File: src/rtl/flop_delay_pipe_if.sv
// Bundle of the control, data and status signals of flop_delay_pipe.
//   master : driver side (en, flush, in_valid, in_data, delay_sel out; status in)
//   slave  : pipe side (controls and input beat in; out_valid, out_data, occupancy, sel_err out)
interface flop_delay_pipe_if #(
  parameter int unsigned WIDTH = 32,
  parameter int unsigned DEPTH = 16,
  parameter int unsigned SEL_W = $clog2(DEPTH + 1)
) ();
  logic             en;
  logic             flush;
  logic             in_valid;
  logic [WIDTH-1:0] in_data;
  logic [SEL_W-1:0] delay_sel;
  logic             out_valid;
  logic [WIDTH-1:0] out_data;
  logic [SEL_W-1:0] occupancy;
  logic             sel_err;

  modport master (
    output en, flush, in_valid, in_data, delay_sel,
    input  out_valid, out_data, occupancy, sel_err
  );

  modport slave (
    input  en, flush, in_valid, in_data, delay_sel,
    output out_valid, out_data, occupancy, sel_err
  );
endinterface

File: src/rtl/flop_delay_pipe.sv
// Run-time selectable delay line: DEPTH flop stages of {valid, WIDTH data}.
//   clk, rst     : rising-edge clock, synchronous active-high reset
//   bus.en       : advance the whole chain; 0 holds every stage
//   bus.flush    : invalidate every stage (data held)
//   bus.in_*     : beat entering stage 0 on advance
//   bus.delay_sel: tap select 1..DEPTH; illegal values clamp to DEPTH and raise sel_err
//   bus.out_*    : selected tap, data forced to 0 when not valid
//   bus.occupancy: valid beats anywhere in the chain
module flop_delay_pipe #(
  parameter int unsigned WIDTH = 32,
  parameter int unsigned DEPTH = 16,
  parameter int unsigned SEL_W = $clog2(DEPTH + 1)
) (
  input logic                clk,
  input logic                rst,
  flop_delay_pipe_if.slave   bus
);

  localparam logic [SEL_W-1:0] MaxSel = SEL_W'(DEPTH);

  logic [DEPTH-1:0] vld_q, vld_d;
  logic [WIDTH-1:0] dat_q [DEPTH];
  logic [WIDTH-1:0] dat_d [DEPTH];
  logic [SEL_W-1:0] occ_q, occ_d;

  logic             sel_err;
  logic [SEL_W-1:0] tap_sel;
  logic             tap_vld;
  logic [WIDTH-1:0] tap_dat;

  // Priority below rst: flush, then advance, else hold.
  always_comb begin
    vld_d = vld_q;
    dat_d = dat_q;
    occ_d = occ_q;
    if (bus.flush) begin
      vld_d = '0;
      occ_d = '0;
    end else if (bus.en) begin
      vld_d[0] = bus.in_valid;
      dat_d[0] = bus.in_data;
      for (int unsigned k = 1; k < DEPTH; k++) begin
        vld_d[k] = vld_q[k-1];
        dat_d[k] = dat_q[k-1];
      end
      // Last stage drops out as the new beat enters, so the count stays within 0..DEPTH.
      occ_d = occ_q + SEL_W'(bus.in_valid) - SEL_W'(vld_q[DEPTH-1]);
    end
  end

  always_ff @(posedge clk) begin
    if (rst) begin
      vld_q <= '0;
      occ_q <= '0;
      for (int unsigned k = 0; k < DEPTH; k++) begin
        dat_q[k] <= '0;
      end
    end else begin
      vld_q <= vld_d;
      occ_q <= occ_d;
      for (int unsigned k = 0; k < DEPTH; k++) begin
        dat_q[k] <= dat_d[k];
      end
    end
  end

  // Tap mux: delay_sel counts from 1, so stage k sits behind select value k+1.
  always_comb begin
    sel_err = (bus.delay_sel == '0) || (bus.delay_sel > MaxSel);
    tap_sel = sel_err ? MaxSel : bus.delay_sel;
    tap_vld = 1'b0;
    tap_dat = '0;
    for (int unsigned k = 0; k < DEPTH; k++) begin
      if (tap_sel == SEL_W'(k + 1)) begin
        tap_vld = vld_q[k];
        tap_dat = dat_q[k];
      end
    end
  end

  assign bus.out_valid = tap_vld;
  assign bus.out_data  = tap_vld ? tap_dat : '0;
  assign bus.occupancy = occ_q;
  assign bus.sel_err   = sel_err;

endmodule

File: src/flat_wrapper.sv
// flat-port wrapper written by rule: the top's interface ports become plain ports
module flop_delay_pipe_flat 
#(
  parameter int unsigned WIDTH = 32,
  parameter int unsigned DEPTH = 16,
  parameter int unsigned SEL_W = $clog2(DEPTH + 1)
)
  (clk, rst, bus_en, bus_flush, bus_in_valid, bus_in_data, bus_delay_sel, bus_out_valid, bus_out_data, bus_occupancy, bus_sel_err);
  flop_delay_pipe_if #(.WIDTH(WIDTH), .DEPTH(DEPTH), .SEL_W(SEL_W)) bus_i ();
  input logic clk;
  input logic rst;
  input wire logic [$bits(bus_i.en)-1:0] bus_en;
  input wire logic [$bits(bus_i.flush)-1:0] bus_flush;
  input wire logic [$bits(bus_i.in_valid)-1:0] bus_in_valid;
  input wire logic [$bits(bus_i.in_data)-1:0] bus_in_data;
  input wire logic [$bits(bus_i.delay_sel)-1:0] bus_delay_sel;
  output wire logic [$bits(bus_i.out_valid)-1:0] bus_out_valid;
  output wire logic [$bits(bus_i.out_data)-1:0] bus_out_data;
  output wire logic [$bits(bus_i.occupancy)-1:0] bus_occupancy;
  output wire logic [$bits(bus_i.sel_err)-1:0] bus_sel_err;
  assign bus_i.en = bus_en;
  assign bus_i.flush = bus_flush;
  assign bus_i.in_valid = bus_in_valid;
  assign bus_i.in_data = bus_in_data;
  assign bus_i.delay_sel = bus_delay_sel;
  assign bus_out_valid = bus_i.out_valid;
  assign bus_out_data = bus_i.out_data;
  assign bus_occupancy = bus_i.occupancy;
  assign bus_sel_err = bus_i.sel_err;
  flop_delay_pipe #(.WIDTH(WIDTH), .DEPTH(DEPTH), .SEL_W(SEL_W)) u_core (.clk(clk), .rst(rst), .bus(bus_i));
endmodule
File: config.mk
export PLATFORM = sky130hd
export DESIGN_NAME = flop_delay_pipe_flat
export DESIGN_NICKNAME = d
export VERILOG_FILES = /design/src/rtl/flop_delay_pipe_if.sv /design/src/rtl/flop_delay_pipe.sv /design/src/flat_wrapper.sv
export SDC_FILE = /design/constraint.sdc
export NUM_CORES = 1
export LEC_CHECK = 0
export BUFFER_PORTS_ARGS = -buffer_cell sky130_fd_sc_hd__buf_2
export CELL_PAD_IN_SITES_DETAIL_PLACEMENT = 0
export CELL_PAD_IN_SITES_GLOBAL_PLACEMENT = 2
export CORE_AREA = 2 2 196 342
export DETAILED_ROUTE_END_ITERATION = 10
export DIE_AREA = 0 0 198 344
export GPL_TIMING_DRIVEN = 0
export PLACE_DENSITY = 0.78
export RECOVER_POWER = 25
export SYNTH_ARGS = -nofsm -noshare
export SYNTH_HDL_FRONTEND = slang
export SYNTH_SLANG_ARGS = --single-unit
File: constraint.sdc
create_clock -name clk -period 3.6 [get_ports clk]
set_input_delay 0.36 -clock clk [delete_from_list [all_inputs] [get_ports clk]]
set_output_delay 0.36 -clock clk [all_outputs]
set_load 0.01 [all_outputs]
After elaboration in Yosys (flattened, before gate mapping). Index checks and enable logic that the tools add are counted.

Add/subtract/negate cells: 2. $lt $le $gt $ge: 1. Equal/unequal tests: 16. Muxes and demuxes: 34. Bitwise logic cells: 1. Reductions and logical operators: 4.

Operator list (number): two-way mux 32 bit (17); == test 5 x 4 -> 1 bit (second input constant) (8); == test 5 x 3 -> 1 bit (second input constant) (4); two-way mux 1 bit (16); == test 5 x 2 -> 1 bit (second input constant) (2); adder 5 x 1 -> 5 bit (1); == test 5 x 1 -> 1 bit (second input constant) (1); == test 5 bit (second input constant) (1); > comparator 5 bit (second input constant) (1); logical NOT 5 bit (1); two-way mux 5 bit (1); subtractor 5 x 1 -> 5 bit (1); AND reduction 2 bit (1); OR reduction 2 bit (1); logical OR 1 bit (1); inverter 1 bit (1).

Bits in registers: 533. Input bits: 42. Output and inout port bits: 39.

Longest topological paths before layout. Gate-level depths: netlist (run 1).

Word-level depth: 21. Mapped depth: 16. Mapped depth without buffers: 13.

Worst setup path before layout (run 1). Ideal clock, no wire load.

Path kind: input-to-output. Start point: in bus_delay_sel[0]. End point: out bus_out_data[30]. Data arrival time: 3100 ps. Data required time: 3240 ps. Setup slack: 140 ps. Stages: 15. Path through: buf_2 > buf_2 > buf_1 > nor2_1 > nand2_1 > ha_1 > buf_4 > and4bb_2 > nand3_2 > nor2_2 > a22oi_1 > a21oi_1 > nand2_2 > buf_4 > a32oi_1.

Word-level cells in the longest chain between the ends: 21. Elaborated cells on any way between the ends: 53. Those cells by class: order compare: 1; eq/ne: 16; mux: 34; reduce/logical: 2.

RTL lines: start, declared (RTL line flat_wrapper.sv:16) `input wire logic [$bits(bus_i.delay_sel)-1:0] bus_delay_sel;`; > comparator 5 bit / logical NOT 5 bit (equally long branches) (RTL line flop_delay_pipe.sv:69) `sel_err = (bus.delay_sel == '0) || (bus.delay_sel > MaxSel);`; logical OR 1 bit (*) (RTL line flop_delay_pipe.sv:69); named net bus_sel_err (RTL line flat_wrapper.sv:20) `output wire logic [$bits(bus_i.sel_err)-1:0] bus_sel_err;`; two-way mux 5 bit (*) (RTL line flop_delay_pipe.sv:70) `tap_sel = sel_err ? MaxSel : bus.delay_sel;`; == test 5 x 1 -> 1 bit (RTL line flop_delay_pipe.sv:74) `if (tap_sel == SEL_W'(k + 1)) begin`; two-way mux 32 bit / two-way mux 1 bit (equally long branches) (16 in a row) (RTL line flop_delay_pipe.sv:74); two-way mux 32 bit (*) (RTL line flop_delay_pipe.sv:82) `assign bus.out_data = tap_vld ? tap_dat : '0;`; end, declared (RTL line flat_wrapper.sv:18) `output wire logic [$bits(bus_i.out_data)-1:0] bus_out_data;`.

Mark *: on every way through the listed nets, which the timed path passes. The rest lies on a longest branch.

Worst setup path after layout (run 1).
Start point: in bus_delay_sel[2]. End point: out bus_out_data[9].

Word-level cells in the longest chain between the ends: 21. Elaborated cells on any way between the ends: 53. Those cells by class: order compare: 1; eq/ne: 16; mux: 34; reduce/logical: 2.

RTL lines (RTL line): > comparator 5 bit / logical NOT 5 bit (equally long branches) (flop_delay_pipe.sv:69); logical OR 1 bit (flop_delay_pipe.sv:69); two-way mux 5 bit (*) (flop_delay_pipe.sv:70); == test 5 x 1 -> 1 bit (flop_delay_pipe.sv:74); two-way mux 32 bit / two-way mux 1 bit (equally long branches) (16 in a row) (flop_delay_pipe.sv:74); two-way mux 32 bit (*) (flop_delay_pipe.sv:82).

Every way passes the cells marked *; elsewhere a longest branch is shown, timed or not.

==> results.yml, run 1 <==
routing:
  viasPerCell: 5.27
  dr.pass1.iters: 6
  drcViolationCount: 0
  final_antenna_net_count: 0
  vias: 21900
  totalWireLength_microns: 99500
  wl_per_cell_microns: 24.0
  drtIter0Drc: 1750
critical_path:
  path_cells: "buf_6 > buf_8 > buf_4 > o21bai_2 > and2_1 > buf_6 > buf_6 > a21oi_1 > a31oi_1 > a221oi_2 > a22oi_1 > buf_2"
  cp-start-kind: "primary input"
  crit_end: "bus_out_data[9]"
  r2r-end: "u_core.bus.occupancy[4]"
  worstSetupPathType: "primary input to primary output"
  regToRegSetupSlack_ns: 1.30
  endpoint_kind: "primary output"
  cp_slowest_cell: "o21bai_2"
  critPathMaxFanout: 10
  reg2reg_depth: 12
  cp.required_ns: 3.24
  crit_top_cell: "buf_6"
  r2r_start: "u_core.vld_q[15]"
  max_stage_delay_ns: 0.80
  cp-startpoint: "bus_delay_sel[2]"
  arrival_ns: 3.28
placement:
  post-dp-hpwl_microns: 77200
  numPortBuffers: 77
  gp_congestion: 0.917
pwr:
  p_leak_nw: 9.09
  p_per_area_nw_per_um2: 458
  comb_power_share_pct: 7.4
  switchingPower_mw: 3.22
  p_clk_share_pct: 45.6
  p_seq_share_pct: 47.0
  internal-power_mw: 9.46
  switching_share_pct: 25.4
  power_mw: 12.7
  ir_worst_vdd_mv: 0.356
outcome:
  violations: "setup timing"
  status: "finished with violations"
timing:
  max_freq_mhz: 275
  setup_viol: 1
  tightest_slew_ns: 1.44
  slew-limit-headroom_pct: 4.27
  finalHoldWorstSlack_ns: 0.0254
  rsz0062_at_grt: "true"
  min_period_ns: 3.64
  skew_ns: 0.0178
  hold_violations: 0
  drv_slew: 0
  period_share_pct: 101
  worst_slack_ns: -0.0374
yosys:
  ys_types: 70
  yosys.area.top_type_share_pct: 47.1
  synth-edff-count: 0
  synthesis.area_sq_um: 22700
  synthTopCellsByArea: "dfxtp_1 (47%), nand2_1 (18%), a21oi_1 (12%)"
  yosys_warnings: 0
  synth.avg_cell_area_sq_um: 7.56
  synth.ff_latch_count: 533
  synth-seq-area-share_pct: 47.1
  synth_cells: 2998
  synth.largest_area_cell: "dfxtp_1"
  ys.flop_type: "dfxtp_1"
  syn_nets: 3047
  synthArstFlopShare_pct: 0
final_layout:
  fill_cells: 6880
  nNetsFinal: 3271
  syn_to_final_growth_pct: 22.1
  final_common_cell: "nand2_1"
  drive_gt1_share_pct: 12.4
  final_cell_mix: "nand2_1 (1074), a21oi_1 (554), dfxtp_1 (533), clkbuf_1 (182), nor2_1 (99)"
cts:
  root_buffer: "clkbuf_16"
  clockBufferDepth: 3
  clk_latency_ns: 0.62
  htreeDepth: 2
  cts_buffers: 52
  cts_sinks: 533
  clk_pin_slew_ns: 0.06
  tritoncts: "done"
floorplanning:
  die_height_microns: 344
  fp.coreArea_sq_um: 65300
  ioPinCount: 81
  die_w_microns: 198
  dieArea_sq_um: 68100
  start_util_pct: 34.7
  rows: 124
hold_path:
  min_path_type: "primary input to register"
global_routing:
  grt_overflow_total: 0
  grt_pass1_wl_microns: 143000
  grt_pass1_vias: 21200
  antenna_found_initial: 1
  grtUsageTotal_pct: 29.1
  grt_start_max_net_pins: 15
run:
  max_cap_viol_count: 0
==> final cells by class <==
type,instances,area [sq um],area share (%)
Antenna cell,1,2.50,0.00904
Buffer,243,1350,4.88
Clock buffer,71,1540,5.58
Clock inverter,23,225,0.813
Inverter,13,48.8,0.176
Multi-Input combinational cell,2206,11400,41.2
Sequential cell,533,10700,38.5
Tap cell,882,1100,3.99
Timing Repair Buffer,173,1350,4.88
==> state kept, by name, summed over array words and instances (netlist names) <==
| signal | flops |
|---|---|
| u_core.dat_q | 512 |
| u_core.vld_q | 16 |
| u_core.bus.occupancy | 5 |
==> metrics by stage <==
step	TNS (ns)	utilization, %	instance area [sq um]	cells	setup slack, ns
after floorplan	0	-	22700	2998	0.140
after global placement	-60.11	37.0	24200	3957	-2.23
after detailed placement	-60.29	37.0	24200	3958	-2.27
after CTS	-0.110	42.0	27400	4136	-0.0348
after global routing	-0.0245	42.4	27700	4144	-0.0228
final	-0.0374	42.4	27700	4145	-0.0374
==> cell usage after synthesis (all sizes together) (5+ instances only) <==
cell	count
o211ai	27
nand3	15
a211oi	20
nor4	18
nor2	117
a22oi	69
a32oi	8
nand2	1086
a222oi	10
a21oi	560
nand2b	8
a221oi	35
a31oi	16
mux2i	42
o22ai	20
inv	13
buf	59
nor3	14
ha	6
a22o	22
a221o	9
clkbuf	187
o21ai	43
dfxtp	533
a2111oi	5
==> how the worst min path moves through the flow <==
stage                          start                end  depth (start not counted)
finish                bus_in_data[6]  u_core.dat_q[486]                          3
global route         bus_in_data[25]  u_core.dat_q[505]                          3
CTS                   bus_in_data[6]  u_core.dat_q[486]                          3
detailed placement  u_core.dat_q[19]   u_core.dat_q[19]                          2
global placement    u_core.dat_q[17]   u_core.dat_q[17]                          2
floorplan           u_core.dat_q[10]   u_core.dat_q[10]                          2
==> kinds of logic (layout without fill, tap and decap cells) <==
logic type	count (synthesis)	count (layout)	synth area share (%)
AOI/OAI and AO/OA	860	860	22.6
xor gates and xnor gates	4	4	0.155
adders and majority gates	7	7	0.419
buffers and inverters	259	523	4.97
DFF	533	533	47.1
muxes	45	45	2.00
other	0	1	0
and+or+nand+nor	1290	1290	22.8
==> layer usage <==
metal	vias to the layer above	global-route usage, %	share of wire [%]
met5	-	0	0
met1	10200	30.6	36
met3	228	2.79	4.4
li1	10700	-	-
met4	0	18.5	7.3
met2	705	55.0	52
==> power by group through the flow <==
stage,Combinational (mW),Clock (mW),Sequential [mW]
after floorplan,0.452,0,6.07
after detailed placement,0.805,0,6.09
after CTS,0.913,5.88,5.96
after global placement,0.801,0,6.09
final,0.934,5.79,5.96
after global routing,0.988,6.07,5.95
==> what timing repair did <==
item / in CTS / in global routing
resized for setup: 176 / 46
cloned: 3 / 1
hold buffers: 29 / 0
pin swaps: 46 / 27
hold endpoints to repair: 29 / 0
buffers inserted: 53 / 10
endpoints found under the setup margin: 33 / 33
==> worst max-delay path, delay by kind of cell <==
family          cells  cell delay (ns)
simple gates        1             0.27
buf+inv             6             1.00
compound gates      5             1.60
Note: power is estimated with default switching activity, not from simulation.
==> run 2: changes to the inputs <==
Settings changed: CORE_AREA 2 2 196 342 to 2 2 202 352, DIE_AREA 0 0 198 344 to 0 0 204 354, PLACE_DENSITY 0.78 to 0.77, SKIP_LAST_GASP set to 1.
Clock period 3.6 ns to 3.3 ns, I/O delays scaled along.
==> results.yml, run 2 (same netlist as run 1, synthesis figures left out) <==
global_routing:
  grt_overflow_total: 0
  grt_start_max_net_pins: 15
  top_usage_layer: "met2"
  use_met3_pct: 2.36
  antenna_found_initial: 2
  grt_pass1_wl_microns: 145000
  use_met2_pct: 52.4
  grtUsageTotal_pct: 27.7
  grt_pass1_vias: 21300
  met1_usage_pct: 28.8
final_layout:
  drive_gt1_share_pct: 13.4
  final_cell_mix: "nand2_1 (1070), a21oi_1 (552), dfxtp_1 (533), clkbuf_1 (189), nor2_1 (99)"
  nNetsFinal: 3288
  final_common_cell: "nand2_1"
  multi_input_area_sq_um: 11600
  final_cell_area_sq_um: 28200
  top_register: "u_core.dat_q"
  syn_to_final_growth_pct: 24.2
  regArea_sq_um: 10700
  fill_cells: 7320
  largest_register_ffs: 512
routing:
  final_antenna_net_count: 0
  vias: 22000
  drtIter0Drc: 1609
  dr.pass1.iters: 5
  wl_per_cell_microns: 24.4
  totalWireLength_microns: 102000
  drcViolationCount: 0
  viasPerCell: 5.25
hold_path:
  min_path_type: "primary input to register"
pwr:
  comb_power_share_pct: 7.8
  p_clk_share_pct: 44.4
  p_per_area_nw_per_um2: 483
  switching_share_pct: 25.9
  p_leak_nw: 9.24
  power_mw: 13.6
  p_seq_share_pct: 47.7
  ir_worst_vdd_mv: 0.353
  internal-power_mw: 10.1
  switchingPower_mw: 3.53
timing:
  min_period_ns: 3.59
  rsz0062_at_grt: "true"
  setup_viol: 32
  tightest_slew_ns: 1.29
  skew_ns: 0.0154
  period_share_pct: 109
  tns_ns: -5.69
  worst_slack_ns: -0.289
  max_freq_mhz: 279
  hold_violations: 0
  finalHoldWorstSlack_ns: 0.0342
  drv_slew: 0
  slew-limit-headroom_pct: 14.2
outcome:
  status: "finished with violations"
  violations: "setup timing"
floorplanning:
  fp.coreArea_sq_um: 69500
  dieArea_sq_um: 72200
  die_height_microns: 354
  ioPinCount: 81
  die_w_microns: 204
  start_util_pct: 32.6
  rows: 128
critical_path:
  cp_num_buf_inv: 6
  crit_family: "compound AO/OA/AOI/OAI gates"
  worstSetupPathType: "primary input to primary output"
  max_stage_delay_ns: 0.45
  critPathMaxFanout: 9
  arrival_ns: 3.26
  endpoint_kind: "primary output"
  cp.required_ns: 2.97
  cp-start-kind: "primary input"
  path_cells: "buf_12 > buf_12 > buf_12 > nor2_4 > nand2_4 > ha_4 > buf_6 > and4bb_2 > and2_1 > buf_6 > a221oi_1 > nand3_4 > a211oi_4 > o21a_1 > a211oi_4 > buf_2"
  cp_slowest_cell: "a221oi_1"
  crit_top_cell: "buf_12"
cts:
  clockBufferDepth: 3
  cts_buffers: 52
  root_buffer: "clkbuf_16"
  cts_sinks: 533
  clk_latency_ns: 0.61
  htreeDepth: 2
  clk_pin_slew_ns: 0.06
  tritoncts: "done"
run:
  max_cap_viol_count: 0
placement:
  detailedPlace.worstSlack_ns: -2.18
  post-dp-hpwl_microns: 78300
  gp_congestion: 0.903
  place_area_sq_um: 24200
  numPortBuffers: 77
## run 2: cell count changes in the layout (fill, tap and decap cells not counted), sizes merged
cell / before / now
bufbuf: 1 / 0
clkinv: 16 / 12
inv: 15 / 14
dlygate4sd3: 29 / 32
bufinv: 4 / 1
buf: 192 / 208
clkbuf: 265 / 276
clkinvlp: 1 / 0
## run 2: worst paths after layout
| kind | end | slack, ns | cells after the start | startpoint |
|---|---|---|---|---|
| min reg2reg | u_core.dat_q[227] | 0.46 | 2 | u_core.dat_q[259] |
| max reg2reg | u_core.bus.occupancy[4] | 0.81 | 12 | u_core.vld_q[15] |
| max | bus_out_data[29] | -0.29 | 16 | bus_delay_sel[0] |
| min | u_core.dat_q[505] | 0.03 | 3 | bus_in_data[25] |
## run 2: final cells by class
| class | instances | share of cell area [%] |
|---|---|---|
| Antenna cell | 1 | 0.00888 |
| Sequential cell | 533 | 37.9 |
| Buffer | 244 | 5.09 |
| Timing Repair Buffer | 189 | 5.63 |
| Multi-Input combinational cell | 2206 | 41.2 |
| Clock inverter | 14 | 0.418 |
| Tap cell | 910 | 4.04 |
| Inverter | 13 | 0.173 |
| Clock buffer | 83 | 5.53 |
## run 2: timing repair
| item | in CTS | in global routing |
|---|---|---|
| hold buffers | 32 | 0 |
| setup buffers | 66 | 10 |
| endpoints found under the hold margin | 32 | 0 |
| gates cloned | 4 | 2 |
| pin swaps | 80 | 37 |
| gates resized for setup | 240 | 47 |
| endpoints found under the setup margin | 33 | 33 |
## run 2: routing by layer
metal  wire length (microns)  up-vias
met1                   35800    10300
li1                        -    10700
met3                    4570      262
met4                    8020        0
met5                       0        -
met2                   53800      725
## run 2: power by group through the flow
stage	Clock (mW)	Sequential (mW)	Combinational, mW
after floorplan	0	6.62	0.493
after global placement	0	6.64	0.882
after detailed placement	0	6.64	0.884
after CTS	6.15	6.50	1.04
after global routing	6.36	6.50	1.12
final	6.04	6.50	1.07
## run 2: through the flow
stage                     instances  utilization, %
after global placement         3985            34.8
final                          4193            40.5
after CTS                      4183            40.1
after floorplan                2998               -
after detailed placement       3985            34.8
after global routing           4192            40.5
## run 2: worst reg2reg max path: cells and delay by family, from the launching register on
family                   cells  cell delay (ns)
buffers and inverters        3             0.20
AO/OA/AOI/OAI                2             0.17
AND/OR/NAND/NOR              2             0.13
flip-flops                   1             0.65
XOR/XNOR                     2             0.28
adder cells (fa/ha/maj)      3             0.93
